==> config.mk <==
export PLATFORM = sky130hd
export DESIGN_NAME = alu_exec_ctrl
export DESIGN_NICKNAME = d
export VERILOG_FILES = /design/src/rtl/alu_pkg.sv /design/src/rtl/alu_regfile.sv /design/src/rtl/alu_exec_ctrl.sv
export SDC_FILE = /design/constraint.sdc
export NUM_CORES = 1
export LEC_CHECK = 0
export ABC_CLOCK_PERIOD_IN_PS = 4350
export CAP_MARGIN = 20
export CELL_PAD_IN_SITES_DETAIL_PLACEMENT = 1
export CELL_PAD_IN_SITES_GLOBAL_PLACEMENT = 2
export CORE_MARGIN = 4
export CORE_UTILIZATION = 34
export CTS_CLUSTER_DIAMETER = 40
export DETAILED_ROUTE_END_ITERATION = 10
export GPL_TIMING_DRIVEN = 0
export PLACE_DENSITY_LB_ADDON = 0.1
export RECOVER_POWER = 100
export SLEW_MARGIN = 20
export SYNTH_ARGS = -nofsm -noshare
export SYNTH_HDL_FRONTEND = slang
export SYNTH_SLANG_ARGS = --single-unit
==> constraint.sdc <==
create_clock -name clk -period 4.35 [get_ports clk]
set_clock_uncertainty 0.15 [all_clocks]
set_input_delay 1.0875 -clock clk [delete_from_list [all_inputs] [get_ports clk]]
set_output_delay 1.0875 -clock clk [all_outputs]
set_load 0.01 [all_outputs]
==> src/rtl/alu_pkg.sv <==
// Shared definitions for the execute-stage controller around the 32-bit ALU.
// Holds the ALU opcode ("card") constants, the controller FSM state type and
// small helpers that classify an opcode.
package alu_pkg;

  localparam logic [4:0] CARD_ADD        = 5'd0;
  localparam logic [4:0] CARD_ADDC       = 5'd1;
  localparam logic [4:0] CARD_SUB        = 5'd2;
  localparam logic [4:0] CARD_SUBC       = 5'd3;
  localparam logic [4:0] CARD_RSUB       = 5'd4;
  localparam logic [4:0] CARD_RSUBC      = 5'd5;
  localparam logic [4:0] CARD_PASSA      = 5'd6;
  localparam logic [4:0] CARD_PASSB      = 5'd7;
  localparam logic [4:0] CARD_NOTA       = 5'd8;
  localparam logic [4:0] CARD_NOTB       = 5'd9;
  localparam logic [4:0] CARD_OR         = 5'd10;
  localparam logic [4:0] CARD_AND        = 5'd11;
  localparam logic [4:0] CARD_XNOR       = 5'd12;
  localparam logic [4:0] CARD_XOR        = 5'd13;
  localparam logic [4:0] CARD_NAND       = 5'd14;
  localparam logic [4:0] CARD_LAST_CARRY = 5'd5;
  localparam logic [4:0] CARD_LAST_VALID = 5'd14;

  typedef enum logic [1:0] {
    StIdle,
    StExec,
    StDone
  } state_e;

  // Cards above CARD_LAST_VALID are NOPs: no write-back, flags untouched.
  function automatic logic card_is_valid(input logic [4:0] card);
    return card <= CARD_LAST_VALID;
  endfunction

  // Only the arithmetic cards produce a meaningful carry/borrow.
  function automatic logic card_sets_carry(input logic [4:0] card);
    return card <= CARD_LAST_CARRY;
  endfunction

endpackage

==> src/rtl/alu_regfile.sv <==
// Register file for the execute controller.
// REG_N x DATA_W storage, r0 hardwired to zero.
// Ports:
//   clk_i, rst_i          clock, synchronous active-high reset (clears all entries)
//   we_i/waddr_i/wdata_i  synchronous write port (writes to r0 are dropped)
//   raddr_a_i/rdata_a_o   combinational read port A
//   raddr_b_i/rdata_b_o   combinational read port B
//   dbg_addr_i/dbg_data_o combinational debug read port
module alu_regfile #(
  parameter int unsigned DATA_W = 32,
  parameter int unsigned REG_N  = 8,
  parameter int unsigned REG_AW = $clog2(REG_N)
) (
  input  logic              clk_i,
  input  logic              rst_i,
  input  logic              we_i,
  input  logic [REG_AW-1:0] waddr_i,
  input  logic [DATA_W-1:0] wdata_i,
  input  logic [REG_AW-1:0] raddr_a_i,
  output logic [DATA_W-1:0] rdata_a_o,
  input  logic [REG_AW-1:0] raddr_b_i,
  output logic [DATA_W-1:0] rdata_b_o,
  input  logic [REG_AW-1:0] dbg_addr_i,
  output logic [DATA_W-1:0] dbg_data_o
);

  logic [DATA_W-1:0] mem_q [REG_N];

  always_ff @(posedge clk_i) begin
    if (rst_i) begin
      for (int unsigned i = 0; i < REG_N; i++) begin
        mem_q[i] <= '0;
      end
    end else if (we_i && (waddr_i != '0)) begin
      mem_q[waddr_i] <= wdata_i;
    end
  end

  // r0 is masked on read so it stays zero regardless of storage contents.
  assign rdata_a_o  = (raddr_a_i  == '0) ? '0 : mem_q[raddr_a_i];
  assign rdata_b_o  = (raddr_b_i  == '0) ? '0 : mem_q[raddr_b_i];
  assign dbg_data_o = (dbg_addr_i == '0) ? '0 : mem_q[dbg_addr_i];

endmodule

==> src/rtl/alu_exec_ctrl.sv <==
// Execute-stage controller wrapped around the external combinational ALU.
// Accepts one register-format operation per valid/ready handshake, registers
// the ALU operands, then writes the ALU result back and updates the flags.
// Ports:
//   clk, rst                 clock, synchronous active-high reset
//   in_valid/in_ready        operation handshake (ready only in IDLE)
//   in_card, in_rd/rs/rt     opcode and register indices
//   in_use_imm, in_imm       immediate replaces rt as operand B
//   alu_a/b/cin/card         registered ALU inputs (cin mirrors flag_c)
//   alu_f/cout/zero          ALU results
//   out_valid/rd/data        one-cycle completion report
//   flag_c, flag_z           architectural carry and zero flags
//   dbg_addr, dbg_data       combinational register read for debug
module alu_exec_ctrl #(
  parameter int unsigned DATA_W = 32,
  parameter int unsigned REG_N  = 8,
  parameter int unsigned REG_AW = $clog2(REG_N)
) (
  input  logic              clk,
  input  logic              rst,
  input  logic              in_valid,
  output logic              in_ready,
  input  logic [4:0]        in_card,
  input  logic [REG_AW-1:0] in_rd,
  input  logic [REG_AW-1:0] in_rs,
  input  logic [REG_AW-1:0] in_rt,
  input  logic              in_use_imm,
  input  logic [DATA_W-1:0] in_imm,
  output logic [DATA_W-1:0] alu_a,
  output logic [DATA_W-1:0] alu_b,
  output logic              alu_cin,
  output logic [4:0]        alu_card,
  input  logic [DATA_W-1:0] alu_f,
  input  logic              alu_cout,
  input  logic              alu_zero,
  output logic              out_valid,
  output logic [REG_AW-1:0] out_rd,
  output logic [DATA_W-1:0] out_data,
  output logic              flag_c,
  output logic              flag_z,
  input  logic [REG_AW-1:0] dbg_addr,
  output logic [DATA_W-1:0] dbg_data
);

  import alu_pkg::*;

  state_e state_q, state_d;

  logic              accept;
  logic              in_exec;
  logic              wb_en;
  logic [DATA_W-1:0] rdata_a;
  logic [DATA_W-1:0] rdata_b;

  logic [DATA_W-1:0] alu_a_q, alu_a_d;
  logic [DATA_W-1:0] alu_b_q, alu_b_d;
  logic [4:0]        alu_card_q, alu_card_d;
  logic [REG_AW-1:0] rd_q, rd_d;
  logic              out_valid_q, out_valid_d;
  logic [REG_AW-1:0] out_rd_q, out_rd_d;
  logic [DATA_W-1:0] out_data_q, out_data_d;
  logic              flag_c_q, flag_c_d;
  logic              flag_z_q, flag_z_d;

  // FSM: state register
  always_ff @(posedge clk) begin
    if (rst) begin
      state_q <= StIdle;
    end else begin
      state_q <= state_d;
    end
  end

  // FSM: next state
  always_comb begin
    state_d = state_q;
    unique case (state_q)
      StIdle:  if (in_valid) state_d = StExec;
      StExec:  state_d = StDone;
      StDone:  state_d = StIdle;
      default: state_d = StIdle;
    endcase
  end

  // FSM: outputs
  always_comb begin
    in_ready = (state_q == StIdle);
    in_exec  = (state_q == StExec);
    accept   = in_ready && in_valid;
    wb_en    = in_exec && card_is_valid(alu_card_q);
  end

  // Datapath next state
  always_comb begin
    alu_a_d     = alu_a_q;
    alu_b_d     = alu_b_q;
    alu_card_d  = alu_card_q;
    rd_d        = rd_q;
    out_valid_d = 1'b0;
    out_rd_d    = out_rd_q;
    out_data_d  = out_data_q;
    flag_c_d    = flag_c_q;
    flag_z_d    = flag_z_q;

    if (accept) begin
      alu_a_d    = rdata_a;
      alu_b_d    = in_use_imm ? in_imm : rdata_b;
      alu_card_d = in_card;
      rd_d       = in_rd;
    end

    // The ALU has had the whole EXEC cycle to settle; commit at its closing edge.
    if (in_exec) begin
      out_valid_d = 1'b1;
      out_rd_d    = rd_q;
      if (card_is_valid(alu_card_q)) begin
        out_data_d = alu_f;
        flag_z_d   = alu_zero;
        if (card_sets_carry(alu_card_q)) begin
          flag_c_d = alu_cout;
        end
      end else begin
        out_data_d = '0;
      end
    end
  end

  always_ff @(posedge clk) begin
    if (rst) begin
      alu_a_q     <= '0;
      alu_b_q     <= '0;
      alu_card_q  <= '0;
      rd_q        <= '0;
      out_valid_q <= 1'b0;
      out_rd_q    <= '0;
      out_data_q  <= '0;
      flag_c_q    <= 1'b0;
      flag_z_q    <= 1'b0;
    end else begin
      alu_a_q     <= alu_a_d;
      alu_b_q     <= alu_b_d;
      alu_card_q  <= alu_card_d;
      rd_q        <= rd_d;
      out_valid_q <= out_valid_d;
      out_rd_q    <= out_rd_d;
      out_data_q  <= out_data_d;
      flag_c_q    <= flag_c_d;
      flag_z_q    <= flag_z_d;
    end
  end

  alu_regfile #(
    .DATA_W (DATA_W),
    .REG_N  (REG_N),
    .REG_AW (REG_AW)
  ) u_regfile (
    .clk_i      (clk),
    .rst_i      (rst),
    .we_i       (wb_en),
    .waddr_i    (rd_q),
    .wdata_i    (alu_f),
    .raddr_a_i  (in_rs),
    .rdata_a_o  (rdata_a),
    .raddr_b_i  (in_rt),
    .rdata_b_o  (rdata_b),
    .dbg_addr_i (dbg_addr),
    .dbg_data_o (dbg_data)
  );

  assign alu_a     = alu_a_q;
  assign alu_b     = alu_b_q;
  assign alu_card  = alu_card_q;
  assign alu_cin   = flag_c_q;
  assign out_valid = out_valid_q;
  assign out_rd    = out_rd_q;
  assign out_data  = out_data_q;
  assign flag_c    = flag_c_q;
  assign flag_z    = flag_z_q;

endmodule
# Yosys cells after proc, flatten, opt, wreduce, memory -nomap -nowiden
# Memories as Yosys holds them, arrays and structs flattened.
# Cells that the tools add are included.
# word_totals
inputBits,87
regBits,112
mem_count,1
mem_bits_rw,256
wordCells,42
# classes
n_reduce_logical,11
n_mux,16
n_eq_ne,2
order_cmp,2
# memory_table
memory,depth,width,read_ports,rd_ports_with_merged_regs,write_ports,line,source
u_regfile.mem_q,8,32,3,0,8,alu_regfile.sv:27,logic [DATA_W-1:0] mem_q [REG_N];
# ops
cell,count
two-way mux 32 bit,6
OR reduction 32 bit,1
zero test 3 bit,3
two-way mux 1 bit,7
less-or-equal comparator 5 x 3 -> 1 bit (second input constant),1
less-or-equal comparator 5 x 4 -> 1 bit (second input constant),1
one-hot mux 2 bit (2 select lines),1
logical AND 1 bit,3
two-way mux 3 bit,1
AND reduction 3 bit,1
nonzero test 3 bit,1
equality test 2 x 1 -> 1 bit (second input constant),1
zero test 2 bit,1
two-way mux 2 bit,1
inequality test 2 bit (second input constant),1
AND reduction 2 bit,1

# Longest topological paths before layout
# depth
word_depth,8
ltp_mapped,7
mapped_depth_nobuf,4

# By module
# Synthesis repeated with hierarchy kept, for this count alone.
# unflattened
hier_cells,1503
area_unflattened_um2,17937.2
# modules_own_cells
module,n_inst,cells_each,seq_area_each_um2,area_per_inst_um2
alu_regfile,1,1081,6726.5,13809.5
alu_exec_ctrl,1,422,2242.2,4127.7

# Worst setup path after synthesis
# No wires, ideal clock.
# synth_path
path_kind,register to register
startpoint,"register alu_card_q[4], in the netlist alu_card[4]"
endpoint,"memory u_regfile.mem_q[1][0], enable pin"
path_stages_with_launch,4
slack_ns,-0.434
t_arrival_ns,4.123
cell_sequence,dfxtp_1 > nor3b_4 > nand2_1 > o41ai_1
# synth_lines
item,line,source
start: declaration,alu_exec_ctrl.sv:57,"logic [4:0] alu_card_q, alu_card_d;"
start signal: assignment,alu_exec_ctrl.sv:142,alu_card_q <= alu_card_d;
end: declaration,alu_regfile.sv:27,

# Worst setup path after layout
# layout_path
startpoint,input port dbg_addr[1]
endpoint,output port dbg_data[12]
# layout_between
elab_chain_cells,2
elab_cells_between_ends,3
cone_classes,1 x mux; 1 x reduce/logical; 1 x memory
# layout_rtl
item,line,source
start: declaration,alu_exec_ctrl.sv:41,"input logic [REG_AW-1:0] dbg_addr,"
memory (8 x 32 bit) or zero test 3 bit (tied branches),n/a,
two-way mux 32 bit (*),alu_regfile.sv:42,assign dbg_data_o = (dbg_addr_i == '0) ? '0 : mem_q[dbg_addr_i];
end: declaration,alu_exec_ctrl.sv:42,output logic [DATA_W-1:0] dbg_data
# Every way passes the cells marked *; elsewhere a longest branch is shown, timed or not.

==> results_dict.tcl <==
set metrics [dict create \
    status "finished, violations left" \
    violations "capacitance limit, slew limit, setup timing" \
    worst_slack_ns -0.0140 \
    syn_inst 1591 \
    yosysSeqAreaShare_pct 49.6 \
    synth_nets 1678 \
    min_from "out_rd[1]" \
    cp.arrival_ns 3.13 \
    postCtsSetupBuffers 0 \
    dieWidth_um 239 \
    rsz0062_at_grt "false" \
    finalHoldViolCount 0 \
    maxCapViolations 5 \
    drt_wl_total_mm 82.7 \
    synth_top_area_share_pct 37.2 \
    ys.flop_type "edfxtp_1" \
    drc 0 \
    htree_num_levels 3 \
    grt_max_degree 33 \
    dp_hpwl_mm 57.7 \
    antenna_found_initial 4 \
    hold_end "out_rd[1]" \
    yosys-top-cells-count "and2_1 (225), edfxtp_1 (224), mux2i_1 (115), dfxtp_1 (112), a21oi_1 (111)" \
    slew_headroom_pct -59.7 \
    required_ns 3.11 \
    vias 15400 \
    peakVddDrop_mv 0.319 \
    drive_gt1_share_pct 17.6 \
    max_clock_freq_ghz 0.229 \
    nFillCells 5665 \
    core_mm2 0.0526 \
    drt_first_iter_violations 1309 \
    synth_area_mm2 0.0181 \
    cts_tree "done" \
    clockBufferDepth 3 \
    r2r-end "u_regfile.mem_q[3][15]" \
    row_count 84 \
    grt_overflow_total 0 \
    dp_cells 2516 \
    worst-path-max-fanout 10 \
    whs_path_depth 2 \
    grt_pass1_wl_mm 116 \
    die-area_mm2 0.0569 \
    worst_pin_slew_ns 2.38 \
    cts_root_buf "clkbuf_16" \
    post-place-ws_ns -0.506 \
    synth.ff_latch_count 336 \
    synth_edf_count 224 \
    synth_warnings 0 \
    leakagePower_nw 8.97 \
    nets 1984 \
    routedWlPerCell_um 31.4 \
    num_io_pins 228 \
    die_h_um 239 \
    syn_to_final_growth_pct 30.2 \
    port-buffer-count 218 \
    dpl_cell_area_mm2 0.0215 \
    grtUsageTotal_pct 28.5 \
    drtAntennaViolNets 0 \
    cts_hold_buf 0 \
    clock-sinks 336 \
    fin_crit_sh_pct 100 \
    syn_area_per_cell_um2 11.4 \
    async_reset_ff_share_pct 0 \
    grt_pass1_vias 16100 \
    endpoint_kind "output port" \
    cts.clk_slew.worst_paths_ns 0.04 \
    maxSlewViolCount 94 \
    gp_congestion 0.864 \
    synth_cell_types 49 \
    final_area_mm2 0.0235 \
    dr.pass1.iters 5 \
    final_cells 2638 \
    hold_class "flop to flop" \
    start_util_pct 34.4 \
    worst-r2r-cell-count 6 \
    clkLatencyLatePin_ns 0.58 \
    worstSetupStartpointType "input pin" \
    setup_tns_ns -0.0140 \
    cts_made_buffers 66 \
    setup_violations 1 \
    rrSetupSlack_ns 0.21 \
    viasPerCell 5.82 \
    fin_crit_ns 4.36 \
    synth_area_leader_cell "edfxtp_1" \
    p_per_area_mw_per_mm2 433 \
    critPathKind "input pin to output port" \
    r2r-start "state_q[0]" \
    synthMostInstantiatedCell "and2_1" \
    ys_top_cells_by_area "edfxtp_1 (37%), dfxtp_1 (12%), and2_1 (7.8%), mux2i_1 (6.4%), mux2_2 (5.0%)" \
]
how the worst max path moves through the flow:
stage / endpoint / slack [ns] / startpoint
2_1_floorplan: u_regfile.mem_q[3][0] / 0.43 / alu_card[4]
3_3_place_gp: u_regfile.mem_q[5][17] / -3.31 / state_q[0]
3_5_place_dp: dbg_data[31] / -0.51 / dbg_addr[1]
4_1_cts: dbg_data[27] / 0.005 / dbg_addr[0]
5_1_grt: dbg_data[26] / 0.01 / dbg_addr[1]
6_report: dbg_data[12] / -0.01 / dbg_addr[1]
timing repair:
action,in CTS,in global routing
endpoints found under the setup margin,32,12
cloned,0,0
gates resized for setup,13,11
pin swaps,0,0
hold endpoints to repair,0,0
placed cells by master, fill, tap and decap left out, types with 22 or more instances in the layout:
cell | netlist | routed
o22ai_1 | 31 | 31
dlygate4sd3_1 | 0 | 119
dfxtp_1 | 112 | 112
and2_1 | 225 | 112
a211oi_1 | 32 | 32
clkbuf_16 | 0 | 74
mux2i_1 | 115 | 115
edfxtp_1 | 224 | 224
nor2_1 | 53 | 54
mux4_2 | 38 | 38
and2_0 | 0 | 113
buf_2 | 39 | 33
nor3_1 | 70 | 72
nand2_1 | 68 | 68
mux2_2 | 81 | 81
clkbuf_1 | 78 | 100
nand2b_1 | 22 | 22
nand3_1 | 35 | 36
a221oi_1 | 55 | 55
a21oi_1 | 111 | 109
clkdlybuf4s50_1 | 0 | 99
inv_1 | 30 | 30
flip-flops by register name, indices dropped and copies added (netlist names):
| register | cells |
|---|---|
| out_rd | 3 |
| out_data | 32 |
| alu_b | 32 |
| alu_card | 5 |
| rd_q | 3 |
| out_valid | 1 |
| alu_a | 32 |
| alu_cin | 1 |
| u_regfile.mem_q | 224 |
| state_q | 2 |
| flag_z | 1 |
stage by stage:
| stage | utilization, % | power (W) | hold slack, ns |
|---|---|---|---|
| floorplan | - | 0.00437 | 0.326 |
| global placement | 40.2 | 0.00508 | 0.294 |
| detailed placement | 40.8 | 0.00512 | 0.295 |
| CTS | 45.2 | 0.0103 | 0.306 |
| global route | 44.8 | 0.0105 | 0.319 |
| finish | 44.8 | 0.0102 | 0.300 |
worst max-delay path: stages:
cell	delay (ns)
buf_2	0.27
nor2b_2	0.32
clkbuf_4	0.34
a221oi_1	0.14
a21oi_1	0.34
clkdlybuf4s50_1	0.61
report_power, final:
group / internal [W] / total (W) / switching (W) / leakage, nW
registers: 0.00356 / 0.00367 / 0.000112 / 3.24
logic: 0.000537 / 0.00136 / 0.000820 / 4.62
clock network: 0.00339 / 0.00517 / 0.00178 / 1.11
layer usage:
metal  GRT usage, %  vias to the layer above  share of wire (%)
met5           2.53                        -               0.24
li1               -                     6609                  -
met2           46.0                      733                 46
met3           6.88                      162                8.2
met4           11.2                        4                3.8
met1           37.0                     7857                 41
logic make-up (layout without fill, tap and decap cells):
family                 Yosys count  count (layout)  share of synthesized area (%)
and+or+nand+nor                500             500                           15.2
DFF                            336             336                           49.6
AOI/OAI and AO/OA              322             322                           12.9
muxes                          253             253                           17.7
buffers and inverters          180             538                           4.55
other                            0               1                              0
area by class of cell:
class / count / area (µm²) / area share (%)
Timing Repair Buffer: 238 / 2340 / 9.94
Inverter: 31 / 116 / 0.495
Sequential cell: 336 / 8970 / 38.1
Buffer: 149 / 727 / 3.09
Antenna cell: 1 / 2.50 / 0.0106
Clock buffer: 87 / 1930 / 8.20
Tap cell: 688 / 861 / 3.66
Multi-Input combinational cell: 1075 / 8250 / 35.1
Clock inverter: 33 / 337 / 1.43
Note: power is estimated with default switching activity, not from simulation.
